File: src/rtl/switch_input_fifo.sv
// rtl/switch_input_fifo.sv - edge-triggered capture FIFO for debounced switch words with a status/data read port
module switch_input_fifo #(
  parameter int DATA_W = 31,
  parameter int DEPTH  = 4,
  parameter int PTR_W  = $clog2(DEPTH)
) (
  input  logic        clk,
  input  logic        rst,
  input  logic        start,
  input  logic        y1,
  input  logic [29:0] y2,
  input  logic        rd_en,
  input  logic        rd_sel,
  output logic [31:0] rd_data,
  output logic        rd_valid,
  output logic        not_empty,
  output logic        overflow
);

  logic [DATA_W-1:0] mem [DEPTH];
  logic [PTR_W:0]    wr_ptr;
  logic [PTR_W:0]    rd_ptr;
  logic [PTR_W:0]    count;
  logic              start_prev;
  logic              push;
  logic              pop;
  logic              push_ok;
  logic              drop;
  logic              empty;
  logic              full;
  logic              data_rd;
  logic              status_rd;
  logic [DATA_W-1:0] word;
  logic [31:0]       status;

  assign word      = DATA_W'({y1, y2});
  assign push      = start & ~start_prev;
  assign empty     = (wr_ptr == rd_ptr);
  assign full      = (wr_ptr[PTR_W] != rd_ptr[PTR_W]) &&
                     (wr_ptr[PTR_W-1:0] == rd_ptr[PTR_W-1:0]);
  assign count     = wr_ptr - rd_ptr;
  assign data_rd   = rd_en & rd_sel;
  assign status_rd = rd_en & ~rd_sel;
  assign pop       = data_rd & ~empty;
  // A full FIFO can still take a word when the head leaves in the same cycle.
  assign push_ok   = push & (~full | pop);
  assign drop      = push & full & ~pop;
  assign not_empty = ~empty;
  assign status    = {overflow, {(28-PTR_W){1'b0}}, count, full, empty};

  // Storage write; contents need no reset since pointers define validity.
  always_ff @(posedge clk) begin
    if (push_ok) begin
      mem[wr_ptr[PTR_W-1:0]] <= word;
    end
  end

  // Pointers, edge detector, sticky overflow and registered read port.
  always_ff @(posedge clk or posedge rst) begin
    if (rst) begin
      wr_ptr     <= '0;
      rd_ptr     <= '0;
      start_prev <= 1'b1;
      rd_data    <= '0;
      rd_valid   <= 1'b0;
      overflow   <= 1'b0;
    end else begin
      start_prev <= start;
      rd_valid   <= rd_en;
      if (push_ok) begin
        wr_ptr <= wr_ptr + (PTR_W+1)'(1);
      end
      if (pop) begin
        rd_ptr <= rd_ptr + (PTR_W+1)'(1);
      end
      if (data_rd) begin
        rd_data <= empty ? 32'h0 : 32'(mem[rd_ptr[PTR_W-1:0]]);
      end else if (status_rd) begin
        rd_data <= status;
      end
      // A fresh drop outranks the read-to-clear of a status access.
      if (drop) begin
        overflow <= 1'b1;
      end else if (status_rd) begin
        overflow <= 1'b0;
      end
    end
  end

endmodule

File: config.mk
export PLATFORM = sky130hd
export DESIGN_NAME = switch_input_fifo
export DESIGN_NICKNAME = d
export VERILOG_FILES = /design/src/rtl/switch_input_fifo.sv
export SDC_FILE = /design/constraint.sdc
export NUM_CORES = 1
export LEC_CHECK = 0
export BUFFER_PORTS_ARGS = -buffer_cell sky130_fd_sc_hd__buf_2
export CORE_MARGIN = 2
export CORE_UTILIZATION = 30
export CTS_CLUSTER_DIAMETER = 150
export DETAILED_ROUTE_END_ITERATION = 16
export PLACE_DENSITY = 0.5
export REMOVE_ABC_BUFFERS = 1
export SLEW_MARGIN = 0
export SYNTH_ARGS = -nofsm -noshare
export SYNTH_HDL_FRONTEND = slang
export SYNTH_SLANG_ARGS = --single-unit
File: constraint.sdc
create_clock -name clk -period 4.62 [get_ports clk]
set_clock_uncertainty 0.2 [all_clocks]
set_input_delay 0.924 -clock clk [delete_from_list [all_inputs] [get_ports clk]]
set_output_delay 0.924 -clock clk [all_outputs]
set_load 0.01 [all_outputs]
==> metrics.csv <==
stage,metric,value,unit
layout,design_area,7450,um^2
layout,syn2layout_area_growth,18.9,%
floorplan,die_area,22000,um^2
global_route,grt_max_degree,42,
route,wirelength_met1,5.48,mm
logic_synthesis,yosysSeqAreaShare,75.9,%
timing,rsz0062_at_grt,no,
clock_network,cts_tree,done,
power,p_leak,2.70,nW
logic_synthesis,synth_seq_cells,165,
timing,hold_violations,0,
min_path,whs_path_depth,1,
clock_network,clk-insertion-delay-late,0.42,ns
timing,setup-tns-final,0,ns
clock_network,cts_setup_buffers,0,
critical_path,crit_type,flop to primary output,
route,vias_per_cell,4.65,
logic_synthesis,synth_top_area_share,59.5,%
min_path,hp-start,rd_data[27],
clock_network,cts_buffer_depth,2,
layout,fin_nets,416,
route,wl_met3,724,um
place,place_congestion,0.717,
critical_path,path_cells,inv_1 > ha_1 > nand2_2 > or2_1 > buf_2,
logic_synthesis,synth.avg_cell_area,20.9,um^2
critical_path,reg2reg_to,mem[2][21],
global_route,gr-usage-all-layers,12.4,%
timing,fin_crit_sh,77.1,%
place,dpl_cell_area,6880,um^2
logic_synthesis,synthMuxAreaShare,11.6,%
global_route,gr-total-overflow,0,
floorplan,fp.dieH,148,um
timing,max_slew_margin,22.4,%
global_route,grt_pass1_wl,19.8,mm
status,status,"finished, final reports clean",
clock_network,cts_resized,0,
clock_network,numClockSinks,165,
timing,fin_crit,3.56,ns
global_route,antenna_found_initial,0,
critical_path,max_stage_delay,0.95,ns
logic_synthesis,synthAdderAreaFrac,1.72,%
logic_synthesis,synth.distinct_cells,33,
floorplan,ioPinCount,71,
critical_path,cp_max_fo,35,
critical_path,ff2ff_path_depth,4,
route,route.met2.wl,6.11,mm
clock_network,root_buffer,clkbuf_16,
logic_synthesis,synthesis.area,6260,um^2
route,highest_layer,met4,
logic_synthesis,yosysWarnings,0,
global_route,first_global_vias,3359,
timing,max_freq,0.281,GHz
layout,diodes,0,
logic_synthesis,synth_common_cells,"edfxtp_1 (124), dfrtp_1 (40), mux4_2 (29)",
floorplan,core.rowCount,52,
critical_path,crit_path_start_kind,flop,
min_path,hp-class,flop to flop,
logic_synthesis,synth_compound_area_share,6.09,%
floorplan,start_util,30.8,%
route,firstDrtPassIters,4,
min_path,hold_end,rd_data[27],
timing,slew_viol_final,0,
critical_path,r2r_setup_slack,1.30,ns
route,routed_wl,12.5,mm
route,post-route-drc-count,0,
timing,setup_violations,0,
logic_synthesis,synth_top_family_by_area,multiplexers,
route,drt_iter0_drc,178,
logic_synthesis,synthCells,300,
floorplan,die_w,148,um
route,avgRoutedWirePerCell,19.0,um
logic_synthesis,synthSimpleGateAreaFrac,1.62,%
logic_synthesis,synth-edff-count,124,
place,dp_hpwl,7.51,mm
clock_network,holdBufCountCts,0,
clock_network,h-tree-depth,4,
critical_path,critical_path_arrival,2.44,ns
logic_synthesis,synth_area_leaders,"edfxtp_1 (59%), dfrtp_1 (16%), mux4_2 (10%), a32o_1 (4.2%), ha_1 (1.4%)",
logic_synthesis,yosysMostFrequentCell,edfxtp_1,
floorplan,core-area,20400,um^2
critical_path,worstSetupEndpointType,primary output,
route,via_count,3043,
logic_synthesis,synthXorXnorAreaFrac,0.839,%
power,powerDensity,623,nW/um^2
critical_path,required,3.50,ns
timing,tightest_slew,1.16,ns
flow_run,drv_cap,0,
layout,drive_gt1_share,37.4,%
critical_path,timing.rr.start,rd_ptr[1],
clock_network,path_clk_slew,0.06,ns
power,peakVddDrop,0.292,mV
logic_synthesis,synth_area_leader_cell,edfxtp_1,
route,ant_nets,0,
place,io_buffer_count,70,
logic_synthesis,ys_async_sr_fraction,24.8,%
critical_path,critPathSlowestCell,dfrtp_2,
clock_network,cts_buffers,17,
logic_synthesis,synth-main-ff-cell,edfxtp_1,
[power by group]
group | total [W] | internal [W] | leakage [nW] | switching (W)
registers | 0.00206 | 0.00189 | 1.65 | 0.000172
logic | 0.00122 | 0.000562 | 0.774 | 0.000656
clock network | 0.00136 | 0.000815 | 0.286 | 0.000541
[cell type report]
cell class	instances	area, um^2
clock buffers	21	460
inverters	5	18.8
repair buffers	73	373
multi-input cells	110	1400
flip-flops and latches	165	4750
fillers	1913	12900
well taps	270	338
clock inverters	11	108
[flip-flops by register name (all words and copies together), names as in the netlist]
| register | flops |
|---|---|
| rd_valid | 1 |
| rd_ptr | 3 |
| rd_data | 32 |
| wr_ptr | 3 |
| start_prev | 1 |
| overflow | 1 |
| mem | 124 |
[cells by family (layout without fill, tap and decap cells)]
| family | Yosys count | in the layout |
|---|---|---|
| xor+xnor | 6 | 6 |
| mux | 33 | 33 |
| fa+ha+maj | 8 | 8 |
| compound gates | 43 | 43 |
| buf+inv | 25 | 110 |
| flops | 165 | 165 |
| simple gates | 20 | 20 |
[per-stage QoR]
| stage | hold slack, ns | utilization (%) | setup slack, ns | total power, W | cells |
|---|---|---|---|---|---|
| after floorplan | 0.260 | - | 0.267 | 0.00286 | 280 |
| after global placement | 0.269 | 33.8 | 1.30 | 0.00334 | 623 |
| after detailed placement | 0.279 | 33.8 | 1.21 | 0.00335 | 623 |
| after CTS | 0.292 | 36.6 | 0.976 | 0.00473 | 655 |
| after global routing | 0.307 | 36.6 | 0.823 | 0.00490 | 655 |
| final | 0.285 | 36.6 | 1.06 | 0.00464 | 655 |
[placed cells by master (no fill, tap or decap), types with 2 or more instances in the layout]
cell	n
a31oi_1	2
bufinv_16	2
buf_4	3
clkbuf_8	2
clkinv_2	8
clkbuf_1	2
dfrtp_2	2
o21ai_0	3
clkbuf_16	17
nor2_1	9
xor2_1	3
mux2_2	2
buf_2	70
and2_2	4
a32o_1	26
edfxtp_1	124
inv_1	4
mux4_1	2
a21oi_1	2
dfrtp_1	38
mux4_2	29
xnor2_1	3
o211ai_1	5
ha_1	7
[critical path: cells and delay by family, from the launching register on]
family | cells | cell delay [ns]
adder cells (fa/ha/maj) | 1 | 0.42
buffers and inverters | 2 | 0.24
flip-flops | 1 | 0.95
AND/OR/NAND/NOR | 2 | 0.40
[layer usage]
metal  global-route usage, %  vias to the layer above
li1                        -                     1382
met3                    4.42                       12
met1                    15.9                     1569
met5                       0                        -
met2                    19.6                       80
met4                    4.48                        0
[how the worst max path moves through the flow]
stage                         start          to  slack (ns)  cells after the start
after floorplan           rd_ptr[0]   mem[3][0]        0.27                      2
after global placement    rd_ptr[1]   mem[2][8]        1.30                      4
final                     rd_ptr[1]   not_empty        1.06                      5
after CTS                 rd_ptr[1]   not_empty        0.98                      5
after global routing      rd_ptr[1]   not_empty        0.82                      5
after detailed placement  rd_ptr[1]  mem[1][13]        1.21                      4
Power figures use the tool's default switching activity.
